<file path="src/rtl/if_stage_pkg.sv">
// ----------------------------------------------------------------------------
// if_stage_pkg
// Definitions shared by the fetch stage and the decode-side control unit:
//   - opcode_e     : major opcode constants (R_Type .. UJ_Type_JALR)
//   - NOP_INSTR    : canonical bubble encoding (addi x0, x0, 0)
//   - *_MSB/*_LSB  : bit positions of the decoded instruction fields
// ----------------------------------------------------------------------------
package if_stage_pkg;

  typedef enum logic [6:0] {
    R_Type       = 7'b0110011,
    I_Type       = 7'b0010011,
    I_Type_Load  = 7'b0000011,
    S_Type       = 7'b0100011,
    SB_Type      = 7'b1100011,
    U_Type_LUI   = 7'b0110111,
    U_Type_AUIPC = 7'b0010111,
    UJ_Type_JAL  = 7'b1101111,
    UJ_Type_JALR = 7'b1100111
  } opcode_e;

  localparam logic [31:0] NOP_INSTR = 32'h0000_0013;

  localparam int OPCODE_LSB = 0;
  localparam int OPCODE_MSB = 6;
  localparam int RD_LSB     = 7;
  localparam int RD_MSB     = 11;
  localparam int FUNCT3_LSB = 12;
  localparam int FUNCT3_MSB = 14;
  localparam int RS1_LSB    = 15;
  localparam int RS1_MSB    = 19;
  localparam int RS2_LSB    = 20;
  localparam int RS2_MSB    = 24;
  localparam int FUNCT7_LSB = 25;
  localparam int FUNCT7_MSB = 31;

endpackage

</file>
<file path="src/rtl/if_stage_if.sv">
// ----------------------------------------------------------------------------
// if_stage_if
// Instruction-memory request bus between the fetch stage and memory.
//   imem_req   : fetch request            (master -> slave)
//   imem_addr  : word-aligned byte address (master -> slave)
//   imem_rdata : instruction word          (slave -> master)
//   imem_stall : memory busy, hold request (slave -> master)
// ----------------------------------------------------------------------------
interface if_stage_if #(
  parameter int BITS = 32
) ();
  logic            imem_req;
  logic [BITS-1:0] imem_addr;
  logic [31:0]     imem_rdata;
  logic            imem_stall;

  modport master (
    output imem_req,
    output imem_addr,
    input  imem_rdata,
    input  imem_stall
  );

  modport slave (
    input  imem_req,
    input  imem_addr,
    output imem_rdata,
    output imem_stall
  );
endinterface

</file>
<file path="src/rtl/if_stage_if_id_reg.sv">
// ----------------------------------------------------------------------------
// if_id_reg
// IF/ID pipeline register plus a one-entry hold buffer that parks a word
// fetched while decode was stalled.
//   clk, rst   : clock, asynchronous active-high reset
//   i_load     : IF/ID <- {1, i_pc, i_instr}
//   i_capture  : hold buffer <- {i_pc, i_instr}; IF/ID unchanged
//   i_release  : IF/ID <- hold buffer; buffer emptied
//   i_flush    : IF/ID <- bubble; hold buffer emptied
//   i_bubble   : IF/ID <- bubble
//   o_valid/o_pc/o_instr : IF/ID contents (o_instr is NOP when invalid)
// Controls are mutually exclusive in normal use; flush takes priority.
// ----------------------------------------------------------------------------
module if_id_reg
  import if_stage_pkg::*;
#(
  parameter int BITS = 32
) (
  input  logic            clk,
  input  logic            rst,
  input  logic            i_load,
  input  logic            i_capture,
  input  logic            i_release,
  input  logic            i_flush,
  input  logic            i_bubble,
  input  logic [BITS-1:0] i_pc,
  input  logic [31:0]     i_instr,
  output logic            o_valid,
  output logic [BITS-1:0] o_pc,
  output logic [31:0]     o_instr
);

  logic            r_valid;
  logic [BITS-1:0] r_pc;
  logic [31:0]     r_instr;
  logic            r_hold_valid;
  logic [BITS-1:0] r_hold_pc;
  logic [31:0]     r_hold_instr;

  // A bubble keeps the last PC so id_pc only moves with real instructions.
  always_ff @(posedge clk or posedge rst) begin
    if (rst) begin
      r_valid      <= 1'b0;
      r_pc         <= '0;
      r_instr      <= NOP_INSTR;
      r_hold_valid <= 1'b0;
      r_hold_pc    <= '0;
      r_hold_instr <= NOP_INSTR;
    end else if (i_flush) begin
      r_valid      <= 1'b0;
      r_instr      <= NOP_INSTR;
      r_hold_valid <= 1'b0;
    end else if (i_release) begin
      r_valid      <= r_hold_valid;
      r_pc         <= r_hold_pc;
      r_instr      <= r_hold_valid ? r_hold_instr : NOP_INSTR;
      r_hold_valid <= 1'b0;
    end else if (i_load) begin
      r_valid <= 1'b1;
      r_pc    <= i_pc;
      r_instr <= i_instr;
    end else if (i_capture) begin
      r_hold_valid <= 1'b1;
      r_hold_pc    <= i_pc;
      r_hold_instr <= i_instr;
    end else if (i_bubble) begin
      r_valid <= 1'b0;
      r_instr <= NOP_INSTR;
    end
  end

  assign o_valid = r_valid;
  assign o_pc    = r_pc;
  assign o_instr = r_instr;

endmodule

</file>
<file path="src/rtl/if_stage.sv">
// ----------------------------------------------------------------------------
// if_stage
// Instruction fetch with integrated IF/ID register. Owns the PC, issues one
// request per cycle and absorbs memory stalls, decode stalls and redirects.
//   clk, rst          : clock, asynchronous active-high reset
//   imem              : instruction-memory bus (master side)
//   i_id_stall        : decode cannot accept, hold IF/ID
//   i_redirect_valid  : taken branch/jump
//   i_redirect_pc     : redirect target (low two bits ignored)
//   o_id_valid/o_id_pc/o_id_instr : IF/ID contents
//   o_opcode .. o_rd  : bit-slices of o_id_instr for the control unit
// ----------------------------------------------------------------------------
module if_stage
  import if_stage_pkg::*;
#(
  parameter int              BITS     = 32,
  parameter logic [BITS-1:0] RESET_PC = '0
) (
  input  logic            clk,
  input  logic            rst,
  if_stage_if.master      imem,
  input  logic            i_id_stall,
  input  logic            i_redirect_valid,
  input  logic [BITS-1:0] i_redirect_pc,
  output logic            o_id_valid,
  output logic [BITS-1:0] o_id_pc,
  output logic [31:0]     o_id_instr,
  output logic [6:0]      o_opcode,
  output logic [2:0]      o_funct3,
  output logic [6:0]      o_funct7,
  output logic [4:0]      o_rs1,
  output logic [4:0]      o_rs2,
  output logic [4:0]      o_rd
);

  // FETCH: request outstanding; HOLD: word parked, no request;
  // DROP: redirected while memory busy, waiting to discard the old word.
  typedef enum logic [1:0] {
    S_FETCH = 2'd0,
    S_HOLD  = 2'd1,
    S_DROP  = 2'd2
  } state_t;

  state_t          r_state, w_state_next;
  logic [BITS-1:0] r_pc, w_pc_next;
  logic [BITS-1:0] r_target, w_target_next;
  logic [BITS-1:0] w_redirect_tgt;
  logic            w_req;
  logic            w_load, w_capture, w_release, w_flush, w_bubble;
  logic [31:0]     w_id_instr;

  assign w_redirect_tgt = i_redirect_pc & ~BITS'(3);

  // State register
  always_ff @(posedge clk or posedge rst) begin
    if (rst) begin
      r_state  <= S_FETCH;
      r_pc     <= RESET_PC;
      r_target <= RESET_PC;
    end else begin
      r_state  <= w_state_next;
      r_pc     <= w_pc_next;
      r_target <= w_target_next;
    end
  end

  // Next-state and PC
  always_comb begin
    w_state_next  = r_state;
    w_pc_next     = r_pc;
    w_target_next = r_target;
    unique case (r_state)
      S_FETCH: begin
        if (i_redirect_valid) begin
          // Memory still busy: the address must stay put, so park the target.
          if (imem.imem_stall) begin
            w_state_next  = S_DROP;
            w_target_next = w_redirect_tgt;
          end else begin
            w_pc_next = w_redirect_tgt;
          end
        end else if (!imem.imem_stall) begin
          w_pc_next = r_pc + BITS'(4);
          if (i_id_stall) w_state_next = S_HOLD;
        end
      end
      S_HOLD: begin
        if (i_redirect_valid) begin
          w_pc_next    = w_redirect_tgt;
          w_state_next = S_FETCH;
        end else if (!i_id_stall) begin
          w_state_next = S_FETCH;
        end
      end
      S_DROP: begin
        if (!imem.imem_stall) begin
          w_pc_next    = i_redirect_valid ? w_redirect_tgt : r_target;
          w_state_next = S_FETCH;
        end else if (i_redirect_valid) begin
          w_target_next = w_redirect_tgt;
        end
      end
      default: w_state_next = S_FETCH;
    endcase
  end

  // Outputs: memory request and IF/ID controls
  always_comb begin
    w_req     = !rst && (r_state != S_HOLD);
    w_load    = 1'b0;
    w_capture = 1'b0;
    w_release = 1'b0;
    w_flush   = 1'b0;
    w_bubble  = 1'b0;
    // IF/ID stays empty for the whole DROP window.
    if (i_redirect_valid || r_state == S_DROP) begin
      w_flush = 1'b1;
    end else if (r_state == S_FETCH) begin
      if (!imem.imem_stall) begin
        w_load    = !i_id_stall;
        w_capture = i_id_stall;
      end else begin
        w_bubble = !i_id_stall;
      end
    end else if (r_state == S_HOLD) begin
      w_release = !i_id_stall;
    end
  end

  assign imem.imem_req  = w_req;
  assign imem.imem_addr = r_pc;

  if_id_reg #(
    .BITS(BITS)
  ) u_if_id_reg (
    .clk      (clk),
    .rst      (rst),
    .i_load   (w_load),
    .i_capture(w_capture),
    .i_release(w_release),
    .i_flush  (w_flush),
    .i_bubble (w_bubble),
    .i_pc     (r_pc),
    .i_instr  (imem.imem_rdata),
    .o_valid  (o_id_valid),
    .o_pc     (o_id_pc),
    .o_instr  (w_id_instr)
  );

  assign o_id_instr = w_id_instr;
  assign o_opcode   = w_id_instr[OPCODE_MSB:OPCODE_LSB];
  assign o_funct3   = w_id_instr[FUNCT3_MSB:FUNCT3_LSB];
  assign o_funct7   = w_id_instr[FUNCT7_MSB:FUNCT7_LSB];
  assign o_rs1      = w_id_instr[RS1_MSB:RS1_LSB];
  assign o_rs2      = w_id_instr[RS2_MSB:RS2_LSB];
  assign o_rd       = w_id_instr[RD_MSB:RD_LSB];

endmodule
</file>
<file path="src/flat_wrapper.sv">
// flat-port wrapper written by rule: the top's interface ports become plain ports
module if_stage_flat import if_stage_pkg::*;
#(
  parameter int              BITS     = 32,
  parameter logic [BITS-1:0] RESET_PC = '0
)
  (clk, rst, i_id_stall, i_redirect_valid, i_redirect_pc, o_id_valid, o_id_pc, o_id_instr, o_opcode, o_funct3, o_funct7, o_rs1, o_rs2, o_rd, imem_imem_req, imem_imem_addr, imem_imem_rdata, imem_imem_stall);
  if_stage_if #(.BITS(BITS)) imem_i ();
  input  logic clk;
  input  logic rst;
  input  logic i_id_stall;
  input  logic i_redirect_valid;
  input  logic [BITS-1:0] i_redirect_pc;
  output logic o_id_valid;
  output logic [BITS-1:0] o_id_pc;
  output logic [31:0] o_id_instr;
  output logic [6:0] o_opcode;
  output logic [2:0] o_funct3;
  output logic [6:0] o_funct7;
  output logic [4:0] o_rs1;
  output logic [4:0] o_rs2;
  output logic [4:0] o_rd;
  output wire logic [$bits(imem_i.imem_req)-1:0] imem_imem_req;
  output wire logic [$bits(imem_i.imem_addr)-1:0] imem_imem_addr;
  input wire logic [$bits(imem_i.imem_rdata)-1:0] imem_imem_rdata;
  input wire logic [$bits(imem_i.imem_stall)-1:0] imem_imem_stall;
  assign imem_imem_req = imem_i.imem_req;
  assign imem_imem_addr = imem_i.imem_addr;
  assign imem_i.imem_rdata = imem_imem_rdata;
  assign imem_i.imem_stall = imem_imem_stall;
  if_stage #(.BITS(BITS), .RESET_PC(RESET_PC)) u_core (.clk(clk), .rst(rst), .imem(imem_i), .i_id_stall(i_id_stall), .i_redirect_valid(i_redirect_valid), .i_redirect_pc(i_redirect_pc), .o_id_valid(o_id_valid), .o_id_pc(o_id_pc), .o_id_instr(o_id_instr), .o_opcode(o_opcode), .o_funct3(o_funct3), .o_funct7(o_funct7), .o_rs1(o_rs1), .o_rs2(o_rs2), .o_rd(o_rd));
endmodule
</file>
<file path="config.mk">
export PLATFORM = sky130hd
export DESIGN_NAME = if_stage_flat
export DESIGN_NICKNAME = d
export VERILOG_FILES = /design/src/rtl/if_stage_pkg.sv /design/src/rtl/if_stage_if.sv /design/src/rtl/if_stage_if_id_reg.sv /design/src/rtl/if_stage.sv /design/src/flat_wrapper.sv
export SDC_FILE = /design/constraint.sdc
export NUM_CORES = 1
export LEC_CHECK = 0
export CORE_MARGIN = 2
export CORE_UTILIZATION = 40
export CTS_BUF_LIST = sky130_fd_sc_hd__clkbuf_4 sky130_fd_sc_hd__clkbuf_8
export DETAILED_ROUTE_END_ITERATION = 8
export PLACE_DENSITY_LB_ADDON = 0.1
export SYNTH_ARGS = -nofsm -noshare
export SYNTH_HDL_FRONTEND = slang
export SYNTH_SLANG_ARGS = --single-unit
</file>
<file path="constraint.sdc">
create_clock -name clk -period 9.34 [get_ports clk]
set_clock_uncertainty 0.05 [all_clocks]
set_input_delay 0.934 -clock clk [delete_from_list [all_inputs] [get_ports clk]]
set_output_delay 0.934 -clock clk [all_outputs]
set_load 0.1 [all_outputs]
</file>
==> flow_metrics.tcl, run 1 <==
set metrics [dict create \
    numPortBuffers 196 \
    grt_max_degree 125 \
    layout_common_cells "clkdlybuf4s50_1 (195), dfrtp_1 (190), nand2_1 (102), mux2_2 (75), inv_1 (38)" \
    layout_commonest_cell "clkdlybuf4s50_1" \
    drtIter0Drc 698 \
    diodes 0 \
    dp_hpwl_um 16200 \
    fp.dieH_um 159 \
    finalHoldViolations 0 \
    drtPass1Iterations 6 \
    leakagePower_uw 0.00518 \
    p_per_area_mw_per_mm2 374 \
    end_kind "primary output" \
    post_drt_wl_per_cell_um 18.7 \
    synth_area_leader_cell "dfrtp_1" \
    vias 7461 \
    grt_antenna_before_repair 0 \
    setup.worst_path.class "register to primary output" \
    critical-path-max-stage-delay_ps 970 \
    status "complete, no violations" \
    rrSetupSlack_ps 5950 \
    vdd_drop_max_mv 0.212 \
    maxSlewViolCount 0 \
    synth_top_area_frac 0.495 \
    grt_pass1_vias 7006 \
    place_ws_ps 5640 \
    place_congestion 0.764 \
    synth_area_mm2 0.00961 \
    ant_nets 0 \
    yosys_warnings 0 \
    worstHoldStart "u_core.u_if_id_reg.r_hold_instr[29]" \
    overflow 0 \
    clk_path_buf_depth 2 \
    crit_required_ps 8360 \
    synth_edf_count 0 \
    syn_avg_cell_area_um2 10.8 \
    clkLatencyLatePin_ps 480 \
    ys.flop_type "dfrtp_1" \
    worstPathMaxFanout 19 \
    seq_area_frac_synth 0.511 \
    synth_cell_types 65 \
    period_needed_ps 4220 \
    htreeDepth 4 \
    cts_buffers 17 \
    setup_viol 0 \
    ctsHoldBuffers 0 \
    fin_ws_ps 5120 \
    synthTopCellsByArea "dfrtp_1 (49%), mux2_2 (8.8%), nand2_1 (4.0%)" \
    dieArea_mm2 0.0253 \
    grt_pass1_wl_um 40100 \
    r2r_cells 7 \
    cp-start-kind "register" \
    power.total_uw 4480 \
    min_delay_path_depth 2 \
    post-route-period-util 0.451 \
    path_clk_slew_ps 110 \
    start_util 0.408 \
    postSynthCellCount 890 \
    ctsResizeCount 0 \
    drive_gt1_frac 0.136 \
    async_reset_ff_frac 1.00 \
    placementRows 56 \
    vias_per_cell 5.53 \
    setup_tns_ps 0 \
    hold_path_class "register to register" \
    ioPinCount 199 \
    synth.ff_latch_count 196 \
    fin_nets 1092 \
    gr-usage-all-layers 0.198 \
    cts_tree "built" \
    rsz0062_at_grt "no" \
    reg2reg_to "u_core.imem.imem_addr[9]" \
    r2r-start "u_core.r_state[0]" \
    clockRootBuffer "clkbuf_8" \
    maxCapViolCount 0 \
    slew_headroom 0.202 \
    critical_path.slowest_cell "clkdlybuf4s50_1" \
    cts_num_sinks 196 \
    min_to "u_core.u_if_id_reg.o_instr[29]" \
    cts_setup_buffers 0 \
    synthesis.nets 964 \
    die_w_um 159 \
    area_growth_pct 24.7 \
    drc 0 \
    routed_wl_um 25300 \
    path_cells "inv_1 -> ha_1 -> buf_4 -> nor2_1 -> clkdlybuf4s50_1" \
    core_mm2 0.0235 \
    worstPathArrival_ps 3230 \
    worst_slew_pin_slew_ps 1190 \
    fmax_ghz 0.237 \
]
==> cell usage after synthesis (5+ instances only) <==
master,count
clkbuf_1,36
nand3_1,19
nand2b_1,7
o21ai_1,9
dfstp_2,6
ha_1,5
o31ai_1,11
and2_1,6
a221oi_1,11
nor4_1,5
mux2i_1,10
a221o_1,5
o22ai_1,5
o211ai_1,11
nor3_1,9
buf_1,8
a22o_1,7
mux2_2,75
buf_2,24
a21oi_1,28
nand2_1,103
mux2_1,22
dfrtp_1,190
buf_4,32
nor2_1,29
o21ai_0,26
a222oi_1,29
a22oi_1,37
o2bb2ai_1,6
or3_1,6
inv_1,39
==> cell type report <==
| cell class | instances | area, um^2 |
|---|---|---|
| sequential | 196 | 4910 |
| multi-input combinational | 554 | 4040 |
| clock buffer | 17 | 234 |
| timing repair buffer | 209 | 2050 |
| tap | 319 | 399 |
| clock inverter | 15 | 185 |
| fill | 2171 | 11600 |
| inverter | 40 | 158 |
==> critical path, delay by kind of cell (launching register included) <==
kind          cells  cell delay [ps]
fa+ha+maj         1              720
buf+inv           3             1480
flops             1              460
simple gates      1               80
==> metal layers <==
metal  wire [um]  vias up  GRT usage
li1            -     3515          -
met1       12300     3728      0.283
met2       11700      201      0.318
met3        1100       17     0.0365
met4         193        0     0.0405
met5           0        -          0
==> sequential cells by signal, summed over array words and instances (netlist names) <==
signal                           cells
u_core.u_if_id_reg.o_pc             32
u_core.imem.imem_addr               32
u_core.u_if_id_reg.o_instr          32
u_core.u_if_id_reg.r_hold_valid      1
u_core.r_state                       2
u_core.u_if_id_reg.o_valid           1
u_core.u_if_id_reg.r_hold_pc        32
u_core.u_if_id_reg.r_hold_instr     32
u_core.r_target                     32
==> worst max path at each step <==
stage	depth (start not counted)	from	endpoint	slack [ps]
after floorplan	1	rst	u_core.imem.imem_addr[0]	3030
after global placement	3	rst	imem_imem_req	5640
after detailed placement	3	rst	imem_imem_req	5640
after CTS	5	u_core.r_state[1]	imem_imem_req	5170
after global routing	5	u_core.r_state[1]	imem_imem_req	4980
final	5	u_core.r_state[1]	imem_imem_req	5120
==> per-stage QoR <==
stage,util,area (um^2),hold WS (ps),instances
after floorplan,-,9610,400,890
after global placement,0.491,11600,404,1318
after detailed placement,0.491,11600,412,1318
after CTS,0.509,12000,432,1350
after global routing,0.509,12000,451,1350
final,0.509,12000,430,1350
==> cells by family (layout without fill, tap and decap cells) <==
kind of cell | Yosys count | count (layout) | share of synthesized area
DFF | 196 | 196 | 0.511
muxes | 107 | 107 | 0.124
buffers and inverters | 140 | 281 | 0.0703
and+or+nand+nor | 214 | 214 | 0.110
adders and majority gates | 5 | 5 | 0.00651
xor gates and xnor gates | 3 | 3 | 0.00274
AOI/OAI and AO/OA | 225 | 225 | 0.175
==> power by group <==
group	switching [uW]	total [uW]	leakage, uW	internal, uW
Combinational	1720	2430	0.00251	709
Sequential	295	1480	0.00246	1190
Clock	361	567	0.000208	206
Total	2370	4480	0.00518	2100
No activity file was read; power rests on OpenSTA's default activity.
==> run 2: changes to the inputs <==
Clock period 9.34 ns to 4.2 ns, I/O delays scaled along.
==> flow_metrics.tcl, run 2 (synthesis gave the netlist of run 1 again) <==
set metrics [dict create \
    ioPinCount 199 \
    vias_per_cell 5.54 \
    hold_path_class "primary input to asynchronous set/reset pin" \
    vdd_drop_max_mv 0.512 \
    ant_nets 0 \
    crit_required_ps 3730 \
    rrSetupSlack_ps 1350 \
    clkLatencyLatePin_ps 470 \
    ctsResizeCount 0 \
    worstPathMaxFanout 6 \
    finalHoldViolations 0 \
    placementRows 56 \
    cp-start-kind "register" \
    place_congestion 0.798 \
    cts_setup_buffers 0 \
    drc 0 \
    diodes 0 \
    grt_max_degree 86 \
    htreeDepth 4 \
    fmax_ghz 0.324 \
    leakagePower_uw 0.00521 \
    setup.worst_path.class "register to primary output" \
    routed_wl_um 26000 \
    fp.dieH_um 159 \
    overflow 0 \
    rsz0062_at_grt "no" \
    layout_commonest_cell "clkdlybuf4s50_1" \
    place_ws_ps 1340 \
    ctsHoldBuffers 0 \
    drtPass1Iterations 6 \
    setup_tns_ps 0 \
    worstPathArrival_ps 2610 \
    post-route-period-util 0.734 \
    start_util 0.408 \
    fin_ws_ps 1120 \
    grt_pass1_wl_um 42100 \
    end_kind "primary output" \
    instances_no_fill 1357 \
    drtIter0Drc 656 \
    period_needed_ps 3080 \
    setup_viol 0 \
    path_clk_slew_ps 120 \
    fin_nets 1099 \
    cts_tree "built" \
    die_w_um 159 \
    area_growth_pct 25.5 \
    dp_cells 1325 \
    dp_hpwl_um 17100 \
    vias 7513 \
    drive_gt1_frac 0.142 \
    worst_slew_pin_slew_ps 1030 \
    status "complete, no violations" \
    grt_pass1_vias 7469 \
    grt_antenna_before_repair 0 \
    numPortBuffers 196 \
    maxCapViolCount 0 \
    slew_headroom 0.310 \
    dieArea_mm2 0.0253 \
    cts_num_sinks 196 \
    clockRootBuffer "clkbuf_8" \
    cts_buffers 17 \
    core_mm2 0.0235 \
    p_per_area_mw_per_mm2 830 \
    post_drt_wl_per_cell_um 19.2 \
    maxSlewViolCount 0 \
    power.total_uw 10000 \
    gr-usage-all-layers 0.209 \
    clk_path_buf_depth 2 \
    layout_common_cells "clkdlybuf4s50_1 (195), dfrtp_1 (190), nand2_1 (102), mux2_2 (75), inv_1 (38)" \
]
## run 2: changes by cell type in the layout (fill, tap and decap cells not counted), sizes merged
| cell | before | now |
|---|---|---|
| buf | 14 | 21 |
| clkinv | 10 | 8 |
| clkinvlp | 0 | 3 |
| inv | 45 | 44 |
## run 2: stage by stage
step	util	cell area, um^2	hold WS, ps
finish	0.512	12100	341
global route	0.512	12100	366
CTS	0.512	12100	328
detailed placement	0.494	11600	413
global placement	0.494	11600	405
floorplan	-	9610	400
## run 2: area by class of cell
cell class / instances / area [um^2]
Inverter: 40 / 154
Timing Repair Buffer: 216 / 2130
Tap cell: 319 / 399
Clock inverter: 15 / 186
Fill cell: 2170 / 11500
Clock buffer: 17 / 234
Multi-Input combinational cell: 554 / 4040
Sequential cell: 196 / 4910
## run 2: critical path, stage by stage (launching register included)
cell             delay (ps)
dfrtp_1                 460
inv_1                   100
ha_1                    310
nor2_1                  140
clkdlybuf4s50_1        1140
## run 2: report_power, final
group | leakage (uW) | internal (uW) | total (uW) | switching, uW
Sequential | 0.00246 | 2640 | 3290 | 650
Combinational | 0.00254 | 1600 | 5450 | 3850
Clock | 0.000201 | 458 | 1260 | 799
Total | 0.00521 | 4700 | 10000 | 5300
## run 2: worst paths after layout
| kind | from | end | cells past startpoint |
|---|---|---|---|
| worst min-delay path | rst | u_core.r_target[13] | 2 |
| worst max register to register | u_core.r_state[1] | u_core.imem.imem_addr[12] | 7 |
| worst max-delay path | u_core.r_state[1] | imem_imem_req | 4 |
| worst min register to register | u_core.u_if_id_reg.r_hold_instr[12] | u_core.u_if_id_reg.o_instr[12] | 2 |
| max in group asynchronous | rst | u_core.u_if_id_reg.o_instr[0] | 3 |
| min in group clk | u_core.u_if_id_reg.r_hold_instr[12] | u_core.u_if_id_reg.o_instr[12] | 2 |
## run 2: metal layers
layer	wire [um]	share of wire	track usage	vias to the layer above
li1	-	-	-	3523
met1	12600	0.48	0.296	3759
met2	12000	0.46	0.338	219
met3	1250	0.048	0.0367	12
met4	186	0.0072	0.0438	0
met5	0	0	0	-
==> run 3: changes to the inputs <==
Clock period 4.2 ns to 3.2 ns, I/O delays scaled along.
==> flow_metrics.tcl, run 3 (synthesis gave the netlist of run 1 again) <==
set metrics [dict create \
    p_per_area_mw_per_mm2 1090 \
    vias 7492 \
    cts_buffers 17 \
    grt_max_degree 69 \
    htreeDepth 4 \
    rsz0062_at_grt "no" \
    slew_headroom 0.219 \
    fin_nets 1108 \
    worst_slew_pin_slew_ps 1170 \
    start_util 0.408 \
    path_clk_slew_ps 110 \
    period_needed_ps 2630 \
    worstPathMaxFanout 21 \
    clkLatencyLatePin_ps 480 \
    vdd_drop_max_mv 0.592 \
    layout_common_cells "dfrtp_1 (190), clkdlybuf4s50_1 (146), nand2_1 (103), mux2_2 (75), buf_4 (75)" \
    gr-usage-all-layers 0.202 \
    placementRows 56 \
    grt_antenna_before_repair 0 \
    dp_cells 1334 \
    end_kind "register" \
    diodes 0 \
    vias_per_cell 5.48 \
    cts_tree "built" \
    cp-start-kind "register" \
    worstPathArrival_ps 3010 \
    grt_pass1_vias 7075 \
    setup_viol 0 \
    status "complete, no violations" \
    layout_commonest_cell "dfrtp_1" \
    place_congestion 0.801 \
    finalHoldViolations 0 \
    grt_pass1_wl_um 41000 \
    drtPass1Iterations 5 \
    maxCapViolCount 0 \
    hold_path_class "primary input to asynchronous set/reset pin" \
    rrSetupSlack_ps 570 \
    dieArea_mm2 0.0253 \
    ctsResizeCount 0 \
    overflow 0 \
    leakagePower_uw 0.00531 \
    clockRootBuffer "clkbuf_8" \
    ant_nets 0 \
    setup.worst_path.class "register to register" \
    ioPinCount 199 \
    clk_path_buf_depth 2 \
    setup_tns_ps 0 \
    crit_required_ps 3570 \
    post-route-period-util 0.823 \
    fmax_ghz 0.380 \
    cts_num_sinks 196 \
    cts_setup_buffers 0 \
    core_mm2 0.0235 \
    ctsHoldBuffers 0 \
    dp_hpwl_um 17100 \
    instances_no_fill 1366 \
    n_fill_cell 2235 \
    area_growth_pct 24.7 \
    die_w_um 159 \
    fp.dieH_um 159 \
    drive_gt1_frac 0.195 \
    routed_wl_um 25500 \
    maxSlewViolCount 0 \
    numPortBuffers 196 \
    drc 0 \
    post_drt_wl_per_cell_um 18.7 \
    drtIter0Drc 682 \
]
## run 3: worst max-delay path: stages, from the launching register on
cell      delay (ps)
dfrtp_1          460
inv_1            110
ha_1             320
nand2b_1         180
nor4_2            60
nor2_2           900
buf_4            350
nand2_1           80
nand2_1           60
## run 3: through the flow
stage	utilization	total power [uW]	setup WS [ps]	hold WS [ps]	cell area [um^2]
after floorplan	-	9710	303	395	9610
after global placement	0.492	11400	464	405	11600
after detailed placement	0.492	11500	453	412	11600
after CTS	0.509	13100	551	261	12000
after global routing	0.509	13700	347	298	12000
final	0.509	13000	565	275	12000
## run 3: report_power, final
part	total (uW)	leakage [uW]	switching, uW	internal (uW)
registers	4320	0.00246	852	3470
logic	7110	0.00265	5030	2080
clock network	1600	0.000198	999	600
## run 3: routing by layer
layer  vias up  wire length [um]  GRT usage
li1       3542                 -          -
met1      3748             12600      0.300
met2       191             11700      0.312
met3        11              1140     0.0391
met4         0               146     0.0388
met5         -                 0          0
## run 3: final cells by class
type | count | area (um^2) | share of cell area
repair buffers | 225 | 2090 | 0.174
multi-input cells | 554 | 4040 | 0.337
clock buffers | 18 | 248 | 0.0207
clock inverters | 14 | 144 | 0.0120
inverters | 40 | 154 | 0.0128
well taps | 319 | 399 | 0.0333
flip-flops and latches | 196 | 4910 | 0.410
## run 3: final timing paths
path,from,endpoint,cells past startpoint
min in group clk,imem_imem_rdata[4],u_core.u_if_id_reg.o_instr[4],3
worst min-delay path,rst,u_core.r_target[8],2
worst max-delay path,u_core.r_state[1],u_core.u_if_id_reg.o_pc[17],8
worst min register to register,u_core.u_if_id_reg.r_hold_instr[22],u_core.u_if_id_reg.o_instr[22],2
worst max register to register,u_core.r_state[1],u_core.u_if_id_reg.o_pc[17],8
max in group asynchronous,rst,u_core.u_if_id_reg.o_instr[23],3
